[config.mk]
export PLATFORM = sky130hd
export DESIGN_NAME = evt_generator
export DESIGN_NICKNAME = d
export VERILOG_FILES = /design/src/rtl/evt_generator.sv
export SDC_FILE = /design/constraint.sdc
export NUM_CORES = 1
export LEC_CHECK = 0
export ABC_CLOCK_PERIOD_IN_PS = 6400
export BUFFER_PORTS_ARGS = -buffer_cell sky130_fd_sc_hd__buf_2
export CORE_MARGIN = 2
export CORE_UTILIZATION = 30
export CTS_BUF_LIST = sky130_fd_sc_hd__clkbuf_16
export DETAILED_ROUTE_END_ITERATION = 8
export PLACE_DENSITY = 0.44
export SLEW_MARGIN = 20
export SYNTH_ARGS = -nofsm -noshare
export SYNTH_HDL_FRONTEND = slang
export SYNTH_SLANG_ARGS = --single-unit
[constraint.sdc]
create_clock -name clk_in -period 6.4 [get_ports clk_in]
set_input_delay 0.64 -clock clk_in [delete_from_list [all_inputs] [get_ports clk_in]]
set_output_delay 0.64 -clock clk_in [all_outputs]
set_load 0.1 [all_outputs]
[src/rtl/evt_generator.sv]
// evt_generator: programmable single-cycle strobe source, finite burst or continuous; EVT_GENERATOR_PHASE_EN adds a start phase input
module evt_generator #(
  parameter int PERIOD_W = 27,
  parameter int COUNT_W  = 16
) (
  input  logic                clk_in,
  input  logic                rst_in,
  input  logic                start_in,
  input  logic                abort_in,
  input  logic [PERIOD_W-1:0] period_in,
  input  logic [COUNT_W-1:0]  burst_len_in,
`ifdef EVT_GENERATOR_PHASE_EN
  input  logic [PERIOD_W-1:0] phase_in,
`endif
  output logic                evt_out,
  output logic                busy_out,
  output logic                done_out,
  output logic [COUNT_W-1:0]  pulses_out
);
  typedef enum logic [1:0] {S_IDLE, S_RUN, S_DONE} state_t;
  state_t              r_state;
  logic [PERIOD_W-1:0] r_period, r_tick;
  logic [COUNT_W-1:0]  r_len, r_pulses;
  logic                r_evt, r_busy, r_done;
  logic [PERIOD_W-1:0] w_period, w_start_tick;
  logic [COUNT_W-1:0]  w_pulses_nxt;
  logic                w_wrap;
  assign w_period = period_in == '0 ? PERIOD_W'(1) : period_in;
`ifdef EVT_GENERATOR_PHASE_EN
  assign w_start_tick = phase_in % w_period;
`else
  assign w_start_tick = '0;
`endif
  assign w_wrap       = r_tick == r_period - PERIOD_W'(1);
  assign w_pulses_nxt = r_pulses + COUNT_W'(1);
  assign evt_out      = r_evt;
  assign busy_out     = r_busy;
  assign done_out     = r_done;
  assign pulses_out   = r_pulses;
  // Control FSM: capture on start, tick/pulse counting in RUN, one-cycle DONE status
  always_ff @(posedge clk_in or posedge rst_in) begin
    if (rst_in) begin
      r_state  <= S_IDLE;
      r_period <= '0;
      r_len    <= '0;
      r_tick   <= '0;
      r_pulses <= '0;
      r_evt    <= 1'b0;
      r_busy   <= 1'b0;
      r_done   <= 1'b0;
    end else begin
      r_evt  <= 1'b0;
      r_done <= 1'b0;
      case (r_state)
        S_IDLE: if (start_in && !abort_in) begin
          r_state  <= S_RUN;
          r_period <= w_period;
          r_len    <= burst_len_in;
          r_tick   <= w_start_tick;
          r_pulses <= '0;
          r_busy   <= 1'b1;
        end
        S_RUN: if (abort_in) begin
          r_state <= S_IDLE;
          r_busy  <= 1'b0;
        end else begin
          r_tick <= w_wrap ? '0 : r_tick + PERIOD_W'(1);
          if (w_wrap) begin
            r_evt    <= 1'b1;
            r_pulses <= w_pulses_nxt;
            if (r_len != '0 && w_pulses_nxt == r_len) r_state <= S_DONE;
          end
        end
        S_DONE: begin
          r_state <= S_IDLE;
          r_busy  <= 1'b0;
          r_done  <= 1'b1;
        end
        default: r_state <= S_IDLE;
      endcase
    end
  end
endmodule

# Word level (Yosys, flattened, before mapping)
# Cells that the tools add are included.
word_totals:
  regBits: 91
  input_bits: 47
  output_inout_bits: 19
  word_cells: 55
op_classes:
  reduce_logical: 13
  muxes: 21
  addsub: 3
  eq_ne: 10
op_table:
  columns: ["cell", "count"]
  rows:
  - ["two-way mux 27 bit", 4]
  - ["one-hot mux 27 bit (2 select lines)", 1]
  - ["two-way mux 16 bit", 3]
  - ["one-hot mux 16 bit (2 select lines)", 1]
  - ["adder 27 x 1 -> 27 bit (second input constant)", 1]
  - ["equality test 27 bit", 1]
  - ["zero test 27 bit", 1]
  - ["subtractor 27 x 1 -> 27 bit (second input constant)", 1]
  - ["adder 16 x 1 -> 16 bit (second input constant)", 1]
  - ["equality test 16 bit", 1]
  - ["nonzero test 16 bit", 1]
  - ["AND reduction 3 bit", 3]
  - ["two-way mux 2 bit", 4]
  - ["!= test 2 bit (second input constant)", 4]
  - ["two-way mux 1 bit", 6]
  - ["!= test 3 bit (second input constant)", 2]
  - ["one-hot mux 2 bit (2 select lines)", 1]
  - ["AND reduction 4 bit", 1]
  - ["one-hot mux 1 bit (3 select lines)", 1]
  - ["nonzero test 3 bit", 1]
  - ["equality test 2 x 1 -> 1 bit (second input constant)", 1]
  - ["equality test 2 bit (second input constant)", 1]
  - ["logical AND 1 bit", 2]
  - ["zero test 2 bit", 1]
  - ["other kinds (3)", 3]

# Logic depth before layout (Yosys ltp)
# Gate-level depths: netlist of the first run.
logic_depth:
  ltp_word: 7
  depth_mapped: 13
  mapped_depth_nobuf: 11

# Worst setup path before layout of the first run
# OpenSTA, ideal clock, no wires.
synth_path:
  kind: "flip-flop to flip-flop"
  startpoint: "register r_period[0]"
  endpoint: "register r_pulses[11] (netlist: pulses_out[11])"
  required_ns: 6.331
  t_arrival_ns: 3.252
  setup_time_ns: 0.069
  path_stages_with_launch: 13
  path_buffers: 1
  path_slack_ns: 3.079
  path_cell_list: "dfrtp_1 inv_1 ha_1 nor3b_1 nand3_1 nor3_1 mux2_2 o31ai_1 o211a_1 clkbuf_1 nand3_2 or4_1 nand3_1"
synth_via:
  elab_chain_cells: 4
synth_lines:
  columns: ["item", "line", "rtl"]
  rows:
  - ["start, declared", "22", "logic [PERIOD_W-1:0] r_period, r_tick;"]
  - ["start signal, assigned", "57", "r_period <= w_period;"]
  - ["subtractor 27 x 1 -> 27 bit", "34", "assign w_wrap = r_tick == r_period - PERIOD_W'(1);"]
  - ["equality test 27 bit", "34", null]
  - ["!= test 2 bit (no source line)", null, null]
  - ["AND reduction 4 bit (no source line)", null, null]
  - ["end signal, assigned", "70", "r_pulses <= w_pulses_nxt;"]
  - ["end, declared", "23", "logic [COUNT_W-1:0] r_len, r_pulses;"]
# Every way passes these cells.
# A chain may end at the register's enable or synchronous reset.

# Final worst setup path of the first run
layout_path:
  startpoint: "register r_period[0]"
  endpoint: "register r_pulses[1] (netlist: pulses_out[1])"
# Same word-level chain as after synthesis.

==> flow_summary.yaml, run 1 <==
run_status:
  status: "finished clean"
power:
  p_leak_nw: 2.722
  max-vdd-ir-drop_v: 0.0002004
  p_int_mw: 1.420
  power.density_nw_per_um2: 366.6
  switching_power_mw: 1.050
  pwr-share-comb_pct: 38.2
  seq_power_share_pct: 40.6
  total_power_mw: 2.470
  clkPwrFrac_pct: 21.2
  sw_frac_of_total_pct: 42.50
clock_tree:
  clkSinkCount: 91
  cts_resized: 0
  htreeDepth: 3
  clock_latency_ps: 340
  cts_tree: "built"
  path_clk_slew_ps: 70
  post-cts-setup-buffer-count: 0
  postCtsHoldBufs: 0
  cts_buffer_depth: 2
  cts_root_buf: "clkbuf_16"
  cts_made_buffers: 9
detailed_routing:
  via_count: 4996
  drt_iter0_drc: 298
  wl_per_cell_um: 16.93
  avgViaCountPerCell: 5.248
  drt-total-wl_um: 16120
  firstDrtPassIters: 4
  ant_nets: 0
  drcViolationCount: 0
sta:
  final-hold-violation-count: 0
  grt_setup_unrepaired: "no"
  worst_pin_slew_ps: 942.8
  clock_skew_ps: 5.506
  holdWs_ps: 403.1
  setup_viol: 0
  fin_crit_ps: 4414
  fmax_mhz: 226.6
  maxSlewHeadroom_pct: 37.08
  fin_crit_sh_pct: 68.97
  finalWorstSetupSlack_ps: 1986
  finalSetupTns_ps: 0
  drv_slew: 0
die:
  initial_core_util_pct: 30.45
  die_w_um: 144.1
  ios: 66
  die_area_um2: 20760
  coreArea_um2: 19330
  rows: 51
  die_h_um: 144.1
logic_synthesis:
  ys_types: 66
  synthCells: 634
  async_reset_ff_share_pct: 100.0
  synth_edf_count: 0
  syn-cell-area_um2: 5888
  synth_ff_type: "dfrtp_1"
  synth-seq-area-share_pct: 38.67
  synth_top_area_share_pct: 38.67
  synth_area_leaders: "dfrtp_1 (39%), mux2_2 (8.2%), xnor2_1 (5.8%), xor2_1 (5.5%), nor2_1 (3.5%)"
  synth_nets: 688
  synth.avg_cell_area_um2: 9.287
  postSynthRegisterBits: 91
  yosysWarnings: 0
  yosysTopAreaCell: "dfrtp_1"
grt:
  overflow: 0
  track_usage_pct: 16.43
  grt_max_degree: 50
  grt_pass1_vias: 5073
  grt_pass1_wl_um: 26680
  antenna_found_initial: 0
place:
  place_ws_ps: 2000
  io_buffers: 65
  place_congestion: 0.9310
  dp_cells: 936
  dp_hpwl_um: 12250
cells_and_area:
  syn2layout_area_growth_pct: 14.43
  n_antenna_cell: 0
  nNetsFinal: 737
  drive_gt1_share_pct: 20.82
  instances_no_fill: 952
worst_setup_path:
  crit_path_max_fanout: 23
  cp_slowest_cell: "nor2_2"
  required_ps: 6590
  worst-endpoint-arrival_ps: 4610
  critical_path_buf_inv_count: 1
  crit_type: "flop to flop"
  critPathMaxStageDelay_ps: 760
  endpoint_kind: "flop"
  crit_path_start_kind: "flop"
  critPathTopFamily: "simple AND/OR/NAND/NOR gates"
  cp_cell_sequence: "inv_1 -> ha_1 -> nor3b_1 -> nand3_1 -> nor3_1 -> mux2_2 -> o31ai_1 -> o211a_1 -> a21oi_2 -> nor2_2 -> o22ai_1"
worst_hold_path:
  hold_class: "input pin to asynchronous set/reset pin"
job:
  maxCapViolCount: 0
[layout by cell type (no fill, tap or decap), drive strengths merged, types with 9 or more instances in the layout]
cell type   n
dfrtp      91
buf        68
nor2       56
nand2      43
mux2       43
xnor2      39
xor2       37
o21ai      31
nand3      30
nor4       25
a31oi      18
o31ai      17
nor3       17
nand4      16
inv        16
and3       15
or3        12
a21oi      11
nand2b      9
clkbuf      9
or4         9
[Yosys cell counts, drive strengths merged, types with 16 or more instances]
cell    instances
dfrtp          91
nor2           56
mux2           43
nand2          43
xnor2          39
xor2           37
o21ai          31
nand3          30
nor4           25
clkbuf         21
a31oi          18
nor3           17
o31ai          17
inv            16
nand4          16
[power by group through the flow]
| stage | Combinational (mW) | Sequential (mW) | Clock (mW) |
|---|---|---|---|
| after floorplan | 0.706 | 1.01 | 0 |
| after global placement | 0.940 | 1.01 | 0 |
| after detailed placement | 0.947 | 1.01 | 0 |
| after CTS | 0.951 | 1.00 | 0.551 |
| after global routing | 1.04 | 1.04 | 0.571 |
| final | 0.944 | 1.00 | 0.523 |
[worst paths after layout]
kind	from	slack (ps)	to	cells after the start
max	r_period[0]$_DFFE_PP0P_	1990	pulses_out[1]$_DFFE_PP0P_	11
min	rst_in	400	done_out$_DFF_PP0_	2
max reg2reg	r_period[0]$_DFFE_PP0P_	1990	pulses_out[1]$_DFFE_PP0P_	11
min reg2reg	busy_out$_DFFE_PP0P_	520	busy_out$_DFFE_PP0P_	2
max in group asynchronous	rst_in	4890	r_period[25]$_DFFE_PP0P_	3
min in group clk_in	burst_len_in[0]	520	r_len[0]$_DFFE_PP0P_	2
[cell type report]
type / instances / area, um^2
Sequential cell: 91 / 2277
Tap cell: 265 / 331.6
Clock buffer: 9 / 225.2
Clock inverter: 6 / 58.81
Multi-Input combinational cell: 497 / 3423
Timing Repair Buffer: 68 / 360.3
Inverter: 16 / 61.31
Fill cell: 2014 / 12600
[through the flow]
step | util (%) | cell area, um^2
2_1_floorplan | - | 5888
3_5_place_dp | 33.28 | 6434
6_report | 34.85 | 6738
4_1_cts | 34.74 | 6718
5_1_grt | 34.85 | 6738
3_3_place_gp | 33.28 | 6434
[worst register-to-register path: cells and delay by family, from the launching register on]
family,cells,cell delay (ps)
AND/OR/NAND/NOR,4,2030
AO/OA/AOI/OAI,4,1130
buffers and inverters,1,100
multiplexers,1,370
flip-flops,1,440
adder cells (fa/ha/maj),1,190
[logic make-up (layout without fill, tap and decap cells)]
kind of cell    after synthesis  in the layout  synth area share, %
compound gates              116            116                13.28
xor+xnor                     76             76                11.30
fa+ha+maj                     7              7                1.487
buf+inv                      46             99                3.188
flops                        91             91                38.67
mux                          44             44                8.393
simple gates                254            254                23.67
[flip-flops by register name, indices dropped and copies added, names as in the netlist]
register	flops
pulses_out	16
busy_out	1
r_state	2
r_tick	27
r_period	27
evt_out	1
r_len	16
done_out	1
[per-layer routing]
| layer | routed length (um) | GRT usage (%) |
|---|---|---|
| met5 | 0 | 0 |
| met4 | 229 | 5.005 |
| met3 | 646 | 2.848 |
| met2 | 7905 | 28.45 |
| met1 | 7341 | 20.92 |
(Power assumes the default switching activity.)
==> run 2, diff against run 1 <==
Settings changed: ABC_AREA set to 1, ABC_CLOCK_PERIOD_IN_PS 6400 to 3550, PLACE_DENSITY 0.44 to 0.46.
Clock period 6.4 ns to 3.55 ns, I/O delays scaled along.
==> run 2 against run 1 <==
Net effect:
- count of clock-buffer cells in the layout unchanged
- hold slack got worse by 290 ps
- die area is 8.4% higher
- area after synthesis increased by 8.6%
- flip-flop and latch count unchanged
- final area increased by 8.8%
- total power grew 90%
- critical path depth unchanged
- first-iteration DRC count down 30%
- register-to-register slack got worse by 1300 ps
- cell count up 34%
- largest power group is now combinational cells
==> flow_summary.yaml, run 2 <==
worst_setup_path:
  worst-endpoint-arrival_ps: 3050
  crit_path_max_fanout: 23
  crit_path_start_kind: "flop"
  critPathMaxStageDelay_ps: 550
  r2r_start: "r_period[0]$_DFFE_PP0P_"
  cp_cell_sequence: "inv_1 -> ha_1 -> nand2_2 -> nor2_8 -> nand4_2 -> xnor2_1 -> nand4_1 -> nor2_1 -> nand2_2 -> a21oi_4 -> nor2_1"
  endpoint_kind: "flop"
  required_ps: 3760
  cp_slowest_cell: "a21oi_4"
  crit_type: "flop to flop"
  cp-startpoint: "r_period[0]$_DFFE_PP0P_"
sta:
  final-hold-violation-count: 0
  fin_crit_sh_pct: 79.93
  clock_skew_ps: 8.457
  worst_pin_slew_ps: 668.8
  setup_viol: 0
  grt_setup_unrepaired: "no"
  fin_crit_ps: 2838
  finalSetupTns_ps: 0
  drv_slew: 0
  maxSlewHeadroom_pct: 55.00
  fmax_mhz: 352.4
detailed_routing:
  drt-total-wl_um: 18310
  drt_iter0_drc: 208
  firstDrtPassIters: 4
  wl_per_cell_um: 14.32
  ant_nets: 0
  via_count: 5860
  drcViolationCount: 0
  avgViaCountPerCell: 4.582
cells_and_area:
  syn2layout_area_growth_pct: 14.59
  n_antenna_cell: 0
  mostFrequentLayoutCell: "nand2_1"
  seqCellArea_um2: 2277
  drive_gt1_share_pct: 13.84
  nNetsFinal: 1053
  n_fill_cell: 2327
  multi_input_area_um2: 3567
  reg_top3: "r_period: 27 flops, r_tick: 27 flops"
  final_cell_mix: "nand2_1 (287), nor2_1 (120), inv_1 (115)"
logic_synthesis:
  synthCells: 936
  synth.avg_cell_area_um2: 6.833
  yosysWarnings: 0
  synth_ff_type: "dfrtp_1"
  synth_edf_count: 0
  synth_top_area_share_pct: 35.60
  synthTopCellsByCount: "nand2_1 (287), nor2_1 (120), inv_1 (116), dfrtp_1 (91), nand3_1 (65)"
  synth_area_leaders: "dfrtp_1 (36%), nand2_1 (17%), nor2_1 (7.0%), inv_1 (6.8%), nand3_1 (5.1%)"
  synth_nets: 990
  synth.most_common_cell: "nand2_1"
  async_reset_ff_share_pct: 100.0
  synth-seq-area-share_pct: 35.60
  postSynthRegisterBits: 91
  yosysTopAreaCell: "dfrtp_1"
  ys_types: 45
  syn-cell-area_um2: 6396
job:
  maxCapViolCount: 0
grt:
  grt_max_degree: 53
  overflow: 0
  track_usage_pct: 17.26
  grt_pass1_vias: 5867
  grt_pass1_wl_um: 30170
  antenna_found_initial: 0
power:
  switching_power_mw: 2.109
  p_leak_nw: 3.570
  pwr-share-comb_pct: 42.5
  p_int_mw: 2.584
  seq_power_share_pct: 34.6
  power.density_nw_per_um2: 640.3
  sw_frac_of_total_pct: 44.94
  clkPwrFrac_pct: 22.9
  total_power_mw: 4.693
  max-vdd-ir-drop_v: 0.0002697
clock_tree:
  postCtsHoldBufs: 0
  cts_root_buf: "clkbuf_16"
  post-cts-setup-buffer-count: 0
  cts_made_buffers: 9
  cts_buffer_depth: 2
  clock_latency_ps: 360
  cts_tree: "built"
  path_clk_slew_ps: 70
  htreeDepth: 3
  cts_resized: 0
  clkSinkCount: 91
worst_hold_path:
  hold_class: "input pin to asynchronous set/reset pin"
die:
  initial_core_util_pct: 30.52
  coreArea_um2: 20960
  die_area_um2: 22500
  die_h_um: 150.0
  ios: 66
  die_w_um: 150.0
  rows: 53
run_status:
  status: "finished clean"
place:
  place_congestion: 0.8515
  dp_hpwl_um: 14410
  io_buffers: 65
==> run 2: changes by cell type after synthesis, moves of 14 or more <==
cell / change
and3_1: -14
o31ai_1: -16
o21ai_0: +26
o21ai_2: +16
nand4_1: +18
nand2_1: +244
nand3_1: +36
xnor2_1: -20
nor2_1: +65
a31oi_1: -16
mux2_2: -43
inv_1: +100
==> run 2: kinds of logic (layout without fill, tap and decap cells) <==
group | count (synthesis) | count (layout) | synth area share (%)
adders and majority gates | 7 | 7 | 1.369
DFF | 91 | 91 | 35.60
xor gates and xnor gates | 52 | 52 | 7.453
AOI/OAI and AO/OA | 77 | 77 | 7.571
buffers and inverters | 137 | 205 | 8.627
and+or+nand+nor | 572 | 572 | 39.38
==> run 2: power by group through the flow <==
stage | combinational (mW) | sequential (mW) | clock, mW
finish | 1.99 | 1.63 | 1.07
detailed placement | 2.02 | 1.65 | 0
floorplan | 1.50 | 1.64 | 0
CTS | 2.03 | 1.63 | 1.11
global placement | 2.03 | 1.64 | 0
global route | 2.30 | 1.67 | 1.14
==> run 2: worst max-delay path: cells and delay by family, from the launching register on <==
family	cells	cell delay [ps]
adders and majority gates	1	250
xor gates and xnor gates	1	320
DFF	1	400
and+or+nand+nor	7	1050
AOI/OAI and AO/OA	1	550
buffers and inverters	1	130
==> run 2: metal layers <==
| layer | vias to the layer above | share of wire, % | global-route usage (%) |
|---|---|---|---|
| met1 | 2635 | 45 | 21.48 |
| met3 | 24 | 4.1 | 3.415 |
| met2 | 100 | 49 | 30.18 |
| met5 | - | 0 | 0 |
| met4 | 0 | 2.0 | 5.000 |
| li1 | 3101 | - | - |
==> run 2: layout make-up <==
cell class | count | share of cell area (%)
clock inverters | 7 | 1.366
repair buffers | 71 | 5.053
well taps | 275 | 4.694
inverters | 118 | 6.077
multi-input cells | 708 | 48.67
clock buffers | 9 | 3.073
flip-flops and latches | 91 | 31.07
==> run 2: path summary, 6_finish.rpt <==
| kind | end | cells after the start | slack, ps |
|---|---|---|---|
| max | r_tick[26]$_DFFE_PP0P_ | 11 | 710 |
| min | r_len[2]$_DFFE_PP0P_ | 2 | 110 |
| max reg2reg | r_tick[26]$_DFFE_PP0P_ | 11 | 710 |
| min reg2reg | r_period[26]$_DFFE_PP0P_ | 2 | 520 |
| max in group asynchronous | r_state[0]$_DFFE_PP0P_ | 3 | 2660 |
| min in group clk_in | r_len[12]$_DFFE_PP0P_ | 3 | 200 |
==> run 2: through the flow <==
step	hold WS (ps)	util (%)	setup slack (ps)	instances	cell area, um^2
2_1_floorplan	464.6	-	804.8	936	6396
3_3_place_gp	504.2	33.42	707.3	1263	7004
3_5_place_dp	512.6	33.42	681.1	1263	7004
4_1_cts	137.2	34.98	664.9	1279	7330
5_1_grt	177.6	34.98	376.5	1279	7330
6_report	112.7	34.98	712.4	1279	7330
==> run 3, diff against run 2 <==
Settings changed: ABC_CLOCK_PERIOD_IN_PS 3550 to 3000, PLACE_DENSITY 0.46 to 0.44.
Clock period 3.55 ns to 3 ns, I/O delays scaled along.
==> run 3 against run 2 <==
Net effect:
- non-clock buffer count is 3 higher
- critical endpoint is now pulses_out[4]$_DFFE_PP0P_
- via count is 0.34% higher
- largest cell class unchanged
- count of clock-buffer cells in the layout stayed put
- cell count is 0.23% higher
- sequential power is 18% higher
==> flow_summary.yaml, run 3 (same netlist as run 2, synthesis figures left out) <==
die:
  rows: 53
  coreArea_um2: 20960
  die_h_um: 150.0
  ios: 66
  die_w_um: 150.0
  initial_core_util_pct: 30.52
  die_area_um2: 22500
worst_setup_path:
  reg2reg_slack_ps: 290
  crit_path_max_fanout: 32
  cp_slowest_cell: "dfrtp_1"
  worst-endpoint-arrival_ps: 2940
  critPathMaxStageDelay_ps: 410
  cp_cell_sequence: "inv_1 -> ha_1 -> nand2_2 -> nor2_8 -> nand4_2 -> xnor2_1 -> nand4_1 -> nor2_1 -> nand2_2 -> nand2_2 -> nand2_8 -> nand2_1 -> o21ai_2"
  crit_type: "flop to flop"
  rr_endpoint: "pulses_out[4]$_DFFE_PP0P_"
  cp_common_cell: "nand2_2"
  r2r_start: "r_period[0]$_DFFE_PP0P_"
  crit_path_start_kind: "flop"
  required_ps: 3230
  reg2reg_depth: 13
  endpoint_kind: "flop"
clock_tree:
  cts_buffer_depth: 2
  path_clk_slew_ps: 70
  post-cts-setup-buffer-count: 0
  cts_made_buffers: 9
  cts_root_buf: "clkbuf_16"
  clkSinkCount: 91
  cts_tree: "built"
  htreeDepth: 3
  clock_latency_ps: 350
grt:
  antenna_found_initial: 0
  grt_max_degree: 68
  grt_pass1_vias: 5797
  track_usage_pct: 17.12
  overflow: 0
  grt_pass1_wl_um: 29950
place:
  place_congestion: 0.8353
  postPlaceCellArea_um2: 7032
  io_buffers: 65
  place_ws_ps: 206.3
  dp_hpwl_um: 14400
sta:
  clock_skew_ps: 6.798
  finalSetupTns_ps: 0
  maxSlewHeadroom_pct: 64.35
  holdWs_ps: 146.2
  fin_crit_ps: 2708
  grt_setup_unrepaired: "no"
  setup_viol: 0
  fmax_mhz: 369.2
  worst_pin_slew_ps: 530.7
  finalWorstSetupSlack_ps: 291.5
  drv_slew: 0
  fin_crit_sh_pct: 90.28
  final-hold-violation-count: 0
detailed_routing:
  avgViaCountPerCell: 4.587
  drt_iter0_drc: 265
  firstDrtPassIters: 4
  via_count: 5880
  wl_per_cell_um: 14.25
  drcViolationCount: 0
  ant_nets: 0
  drt-total-wl_um: 18270
cells_and_area:
  reg_top3: "r_period: 27 flops, r_tick: 27 flops"
  final_cell_mix: "nand2_1 (287), nor2_1 (120), inv_1 (116)"
  postLayoutCellArea_um2: 7383
  mostFrequentLayoutCell: "nand2_1"
  n_antenna_cell: 0
  drive_gt1_share_pct: 13.80
  nNetsFinal: 1056
  syn2layout_area_growth_pct: 15.43
worst_hold_path:
  hold_depth: 3
  hold_class: "input pin to flop"
  min_to: "r_len[11]$_DFFE_PP0P_"
  worstHoldStart: "burst_len_in[11]"
power:
  p_leak_nw: 3.595
  max-vdd-ir-drop_v: 0.0002902
  power.density_nw_per_um2: 759.5
run_status:
  status: "finished clean"
job:
  maxCapViolCount: 0
-- run 3: stage by stage --
step | total power, mW | std cells | utilization, %
2_1_floorplan | 3.712 | 936 | -
3_3_place_gp | 4.345 | 1265 | 33.56
3_5_place_dp | 4.340 | 1265 | 33.56
4_1_cts | 5.685 | 1282 | 35.19
5_1_grt | 6.105 | 1282 | 35.23
6_report | 5.608 | 1282 | 35.23
-- run 3: power by group --
part	total (mW)	internal (mW)	switching, mW
combinational	2.37	0.801	1.57
sequential	1.92	1.53	0.394
clock	1.31	0.807	0.506
total	5.61	3.14	2.47
-- run 3: routing by layer --
metal / up-vias / GRT usage (%) / wire length [um] / share of wire (%)
met5: - / 0 / 0 / 0
met4: 0 / 3.679 / 169 / 0.92
met3: 9 / 2.530 / 474 / 2.6
met2: 71 / 31.32 / 9339 / 51
met1: 2698 / 21.21 / 8289 / 45
li1: 3102 / - / - / -
-- run 3: final cells by class --
cell class,instances,area (um^2)
clock buffer,9,225.2
clock inverter,7,107.6
fill,2340,13570
inverter,118,445.4
multi-input combinational,708,3576
sequential,91,2277
tap,275,344.1
timing repair buffer,74,407.9
-- run 3: how the worst max path moves through the flow --
stage	depth (start not counted)	endpoint	startpoint	slack (ps)
6_report	13	pulses_out[4]$_DFFE_PP0P_	r_period[0]$_DFFE_PP0P_	290
2_1_floorplan	16	r_state[0]$_DFFE_PP0P_	pulses_out[0]$_DFFE_PP0P_	250
3_3_place_gp	13	pulses_out[6]$_DFFE_PP0P_	r_period[0]$_DFFE_PP0P_	200
3_5_place_dp	13	pulses_out[12]$_DFFE_PP0P_	r_period[0]$_DFFE_PP0P_	210
5_1_grt	15	pulses_out[4]$_DFFE_PP0P_	r_period[0]$_DFFE_PP0P_	30
4_1_cts	13	pulses_out[9]$_DFFE_PP0P_	r_period[0]$_DFFE_PP0P_	190
-- run 3: repair_timing --
item / in CTS / in global routing
endpoints found under the hold margin: 24 / 0
endpoints found under the setup margin: 0 / 16
gates resized for setup: 0 / 1
hold buffers: 1 / 0
-- run 3: critical path, delay by kind of cell, from the launching register on --
kind	cells	cell delay (ps)
simple gates	9	1420
flops	1	410
xor+xnor	1	310
fa+ha+maj	1	240
buf+inv	1	140
compound gates	1	50
